===== config.mk =====
export PLATFORM = sky130hd
export DESIGN_NAME = mlu_serial_ctrl
export DESIGN_NICKNAME = d
export VERILOG_FILES = /design/src/rtl/common.sv /design/src/rtl/mlu_serial_ctrl.sv
export SDC_FILE = /design/constraint.sdc
export NUM_CORES = 1
export LEC_CHECK = 0
export CAP_MARGIN = 20
export CORE_AREA = 2 2 95 143
export CTS_CLUSTER_SIZE = 28
export DETAILED_ROUTE_END_ITERATION = 8
export DIE_AREA = 0 0 97 145
export GPL_TIMING_DRIVEN = 1
export PLACE_DENSITY_LB_ADDON = 0.2
export SETUP_SLACK_MARGIN = 0.02
export SLEW_MARGIN = 20
export SYNTH_ARGS = -nofsm -noshare
export SYNTH_HDL_FRONTEND = slang
export SYNTH_SLANG_ARGS = --single-unit
export TNS_END_PERCENT = 20

===== constraint.sdc =====
create_clock -name CLK -period 1.7 [get_ports CLK]
set_input_delay 0.34 -clock CLK [delete_from_list [all_inputs] [get_ports CLK]]
set_output_delay 0.34 -clock CLK [all_outputs]
set_load 0.03 [all_outputs]

===== src/rtl/common.sv =====
// Shared MLU definitions: opcodes, serial sequencer states and the carry-chain equation.
package common;

    localparam logic [2:0] MLU_ADD  = 3'd0;
    localparam logic [2:0] MLU_SUB  = 3'd1;
    localparam logic [2:0] MLU_AND  = 3'd2;
    localparam logic [2:0] MLU_OR   = 3'd3;
    localparam logic [2:0] MLU_XOR  = 3'd4;
    localparam logic [2:0] MLU_NOT  = 3'd5;
    localparam logic [2:0] MLU_NOP0 = 3'd6;
    localparam logic [2:0] MLU_NOP1 = 3'd7;

    typedef enum logic [1:0] {
        StIdle = 2'd0,
        StRun  = 2'd1,
        StDone = 2'd2
    } mlu_serial_state_t;

    // Carry out of a nibble group from its generate/propagate pair.
    function automatic logic mlu_carry(input logic gen, input logic prop, input logic c_in);
        return gen | (prop & c_in);
    endfunction

endpackage


===== src/rtl/mlu_serial_ctrl.sv =====
// Nibble-serial MLU sequencer: drives one external mlu_slice for WIDTH/4 cycles, LSB first.
module mlu_serial_ctrl
    import common::*;
#(
    parameter int unsigned WIDTH = 32
) (
    input  logic             CLK,
    input  logic             N_RST,
    input  logic             N_BOOTED,
    input  logic             REQ_VALID,
    output logic             REQ_READY,
    input  logic [WIDTH-1:0] REQ_A,
    input  logic [WIDTH-1:0] REQ_B,
    input  logic [2:0]       REQ_OP,
    output logic             RESP_VALID,
    input  logic             RESP_READY,
    output logic [WIDTH-1:0] RESP_OUT,
    output logic             RESP_CARRY,
    output logic             RESP_ZERO,
    output logic [3:0]       SLICE_A,
    output logic [3:0]       SLICE_B,
    output logic [2:0]       SLICE_OP,
    output logic             SLICE_C_IN,
    input  logic [7:0]       SLICE_OUT
);

    localparam int unsigned NIBBLES = WIDTH / 4;
    localparam int unsigned IdxW    = (NIBBLES > 1) ? $clog2(NIBBLES) : 1;
    localparam logic [IdxW-1:0] LastIdx = IdxW'(NIBBLES - 1);

    mlu_serial_state_t state_q, state_d;
    logic [IdxW-1:0]   idx_q, idx_d;
    logic              carry_q, carry_d;
    logic              zero_q, zero_d;
    logic [WIDTH-1:0]  result_q, result_d;
    logic [WIDTH-1:0]  a_q, a_d;
    logic [WIDTH-1:0]  b_q, b_d;
    logic [2:0]        op_q, op_d;

    logic [IdxW+1:0]   nib_sh;
    logic [WIDTH-1:0]  nib_mask;
    logic              in_run;
    logic              unused_slice_msb;

    assign unused_slice_msb = SLICE_OUT[7];
    assign nib_sh   = {idx_q, 2'b00};
    assign nib_mask = WIDTH'(4'hF) << nib_sh;
    assign in_run   = (state_q == StRun);

    // Ready is forced low during reset since the state register already reads as idle.
    assign REQ_READY  = N_RST && (state_q == StIdle) && !N_BOOTED;
    assign RESP_VALID = (state_q == StDone);
    assign RESP_OUT   = RESP_VALID ? result_q : '0;
    assign RESP_CARRY = RESP_VALID & carry_q;
    assign RESP_ZERO  = RESP_VALID & zero_q;

    // Slice drive: current nibble only while running; opcode always reflects the latched op.
    always_comb begin
        SLICE_A    = 4'd0;
        SLICE_B    = 4'd0;
        SLICE_C_IN = 1'b0;
        SLICE_OP   = op_q;
        if (in_run) begin
            SLICE_A    = 4'(a_q >> nib_sh);
            SLICE_B    = 4'(b_q >> nib_sh);
            SLICE_C_IN = carry_q;
        end
    end

    // Next-state: accept, per-nibble capture with carry chaining, and response hold.
    always_comb begin
        state_d  = state_q;
        idx_d    = idx_q;
        carry_d  = carry_q;
        zero_d   = zero_q;
        result_d = result_q;
        a_d      = a_q;
        b_d      = b_q;
        op_d     = op_q;
        unique case (state_q)
            StIdle: begin
                if (REQ_VALID && REQ_READY) begin
                    a_d     = REQ_A;
                    b_d     = REQ_B;
                    op_d    = REQ_OP;
                    idx_d   = '0;
                    zero_d  = 1'b1;
                    carry_d = (REQ_OP == MLU_SUB);
                    state_d = StRun;
                end
            end
            StRun: begin
                result_d = (result_q & ~nib_mask) | (WIDTH'(SLICE_OUT[3:0]) << nib_sh);
                carry_d  = mlu_carry(SLICE_OUT[5], SLICE_OUT[4], carry_q);
                zero_d   = zero_q & SLICE_OUT[6];
                if (idx_q == LastIdx) begin
                    state_d = StDone;
                end else begin
                    idx_d = idx_q + 1'b1;
                end
            end
            StDone: begin
                if (RESP_READY) begin
                    state_d = StIdle;
                end
            end
            default: state_d = StIdle;
        endcase
    end

    // State and datapath registers.
    always_ff @(posedge CLK or negedge N_RST) begin
        if (!N_RST) begin
            state_q  <= StIdle;
            idx_q    <= '0;
            carry_q  <= 1'b0;
            zero_q   <= 1'b1;
            result_q <= '0;
            a_q      <= '0;
            b_q      <= '0;
            op_q     <= 3'd0;
        end else begin
            state_q  <= state_d;
            idx_q    <= idx_d;
            carry_q  <= carry_d;
            zero_q   <= zero_d;
            result_q <= result_d;
            a_q      <= a_d;
            b_q      <= b_d;
            op_q     <= op_d;
        end
    end

`ifdef FORMAL
    function automatic logic [WIDTH-1:0] ref_op(input logic [2:0] op, input logic [WIDTH-1:0] a,
                                                input logic [WIDTH-1:0] b);
        case (op)
            MLU_ADD: return a + b;
            MLU_SUB: return a - b;
            MLU_AND: return a & b;
            MLU_OR:  return a | b;
            MLU_XOR: return a ^ b;
            MLU_NOT: return ~a;
            default: return '0;
        endcase
    endfunction

    always @(posedge CLK) begin
        if (N_RST) begin
            if (RESP_VALID) assert (RESP_OUT == ref_op(op_q, a_q, b_q));
            if (RESP_VALID) assert (RESP_ZERO == (RESP_OUT == '0));
            assert (!(REQ_READY && RESP_VALID));
        end
    end
`endif

endmodule


==> impl_metrics.toml <==
[synthesis]
synth_cells = 373
syn_area_per_cell_um2 = 13.4
ys_ff_latch = 106
ys_seq_area_share_pct = 53.0
synthTopCellsByArea = "dfrtp_1, mux2_2, mux2i_1"
synth_nets = 459
yosys.area.top_type_share_pct = 52.5
yosys.area.top_type = "dfrtp_1"
synth.distinct_cells = 32
yosys_warnings = 0
netlist_area_mm2 = 0.00501
synthArstFlopShare_pct = 100
synth_enable_flop_cells = 0
synth_flop_cell = "dfrtp_1"

[clocking]
numCtsBuffers = 9
clock_latency_ns = 0.34
clockBufferDepth = 2
clk_pin_slew_ns = 0.07
root_buffer = "clkbuf_16"
cts_sinks = 106
cts_tree = "built"
postCtsHoldBufs = 0
ctsHtreeMaxLevel = 3

[worst_hold_path]
hold_class = "in -> async"

[critical_path]
cp_data_required_time_ns = 1.36
crit_start = "idx_q[1]"
arrival_ns = 1.70
path_class = "reg -> out"
cp_max_fo = 18
cp-end-kind = "output pin"
slowest_stage = "dfrtp_2"
cp-start-kind = "register"
crit_path_cell_trace = "buf_12 -> mux2i_2 -> a22oi_1 -> and3_1 -> buf_6"
critPathMaxStageDelay_ns = 0.45
r2r_start = "state_q[1]"

[finish]
fillCellCount = 993
drive_gt1_share_pct = 42.6
seqCellArea_mm2 = 0.00266
final_cells = 697
antenna_cells = 0
multi_input_area_mm2 = 0.00244
layout.nets = 619
area_delta_synth_final_pct = 51.0

[floorplan]
start_util_pct = 39.0
die_w_um = 97
num_rows = 51
die_h_um = 145
io_pins = 128
dieArea_mm2 = 0.0141
coreArea_mm2 = 0.0128

[route]
routed_via_density = 5.20
remaining_drc_errors = 0
routed_wl_mm = 13.2
wl_per_cell_um = 19.0
dr.first_iter.drc_count = 118
dr.pass1.iters = 4
ant_nets = 0
vias = 3621

[grt]
grt_max_degree = 107
grt_pass1_wl_mm = 20.6
antenna_found_initial = 0
grt_overflow = 0
grt_pass1_vias = 3956
track_usage_pct = 18.5

[pwr]
p_per_area_mw_per_mm2 = 1650
power_mw = 12.5
peakVddDrop_mv = 1.01
leakage_nw = 3.47

[placement]
place_ws_ns = -0.416
hpwlAfterDp_mm = 8.88
finalWeightedCongestion = 0.805
io_buffer_count = 126
dpl.cell_count = 658

[sta]
min_period_ns = 2.04
final-setup-viol-count = 108
worst_pin_slew_ns = 0.574
fin_skew_ns = 0.00688
fin_hold_ws_ns = 0.0823
worst_slack_ns = -0.335
fmax_mhz = 491
rsz0062_at_grt = "yes"
relSlewSlack_pct = 61.7
post-route-period-util_pct = 120
hold_viol = 0
maxSlewViolCount = 0

[status]
violations = "setup timing"
outcome = "finished with violations"

[run]
drv_cap = 0
-- sequential cells by signal, indices dropped and copies added, names as in the netlist --
signal	flops
idx_q	3
carry_q	1
b_q	32
state_q	2
a_q	32
zero_q	1
result_q	32
SLICE_OP	3
-- cells in the final DEF, fill, tap and decap left out, types with 5 or more instances in the layout --
master,synthesis,layout
mux2_2,41,17
dfrtp_1,105,101
and2_1,37,10
nand2_1,11,11
o21ai_0,5,5
buf_12,3,15
buf_6,0,33
a32o_1,8,8
inv_1,5,5
a22o_1,24,24
and2_4,0,28
and3_1,14,11
buf_4,4,38
mux2_4,20,51
clkbuf_16,0,11
clkdlybuf4s50_1,0,77
a22oi_1,16,12
ha_1,6,6
mux2i_1,32,28
-- stage by stage --
stage	area, um2	TNS [ns]	util (%)
2_1_floorplan	5040	-19.50	-
3_3_place_gp	6590	-26.77	51.3
3_5_place_dp	6590	-28.13	51.3
4_1_cts	7250	-18.78	56.5
5_1_grt	7560	-20.59	59.0
6_report	7560	-14.63	59.0
-- cells by family after synthesis --
kind of cell    synth area share, %
compound gates                 9.30
fa+ha+maj                      1.50
flops                          53.0
simple gates                   9.17
buf+inv                        3.85
mux                            23.2
-- area by class of cell --
type,count,share of cell area [%]
well taps,159,2.63
clock inverters,7,1.36
inverters,5,0.248
clock buffers,9,2.98
multi-input cells,238,32.3
repair buffers,173,25.3
flip-flops and latches,106,35.2
-- where the power goes --
group / internal [mW] / switching (mW) / total (mW) / leakage, nW
Sequential: 3.76 / 0.760 / 4.52 / 1.29
Combinational: 3.25 / 2.46 / 5.71 / 2.02
Clock: 1.30 / 0.951 / 2.26 / 0.156
-- synthesized netlist by cell type, types with 6 or more instances --
cell type,count
mux2i_1,32
mux2_4,20
a32o_1,8
nand2_1,11
and3_1,14
ha_1,6
a22o_1,24
clkbuf_1,9
a22oi_1,16
dfrtp_1,105
and2_1,37
mux2_1,7
mux2_2,41
-- routing by layer --
| layer | routed length [um] | vias to the layer above | GRT usage, % |
|---|---|---|---|
| met5 | 0 | - | 0 |
| met4 | 230 | 0 | 7.32 |
| met3 | 426 | 17 | 2.17 |
| met2 | 7410 | 101 | 34.3 |
| met1 | 5180 | 1837 | 21.2 |
| li1 | - | 1666 | - |
-- worst paths after layout --
path,endpoint,slack (ns),cells after the start
setup reg to reg,b_q[19],-0.09,5
min in group CLK,zero_q,0.49,2
hold / removal,result_q[11],0.08,2
max in group asynchronous,idx_q[0],1.13,2
hold reg to reg,zero_q,0.49,2
setup / recovery,SLICE_A[3],-0.34,5
-- timing repair --
action	4_1_cts	5_1_grt
gates cloned	5	1
setup endpoints to repair	109	114
pin swaps	9	5
buffers inserted	8	10
resized for setup	48	76
-- critical path, delay by kind of cell, from the launching register on --
kind                   cells  cell delay (ns)
and+or+nand+nor            1             0.22
DFF                        1             0.45
AOI/OAI and AO/OA          1             0.19
muxes                      1             0.16
buffers and inverters      2             0.33
Power figures use the tool's default switching activity.
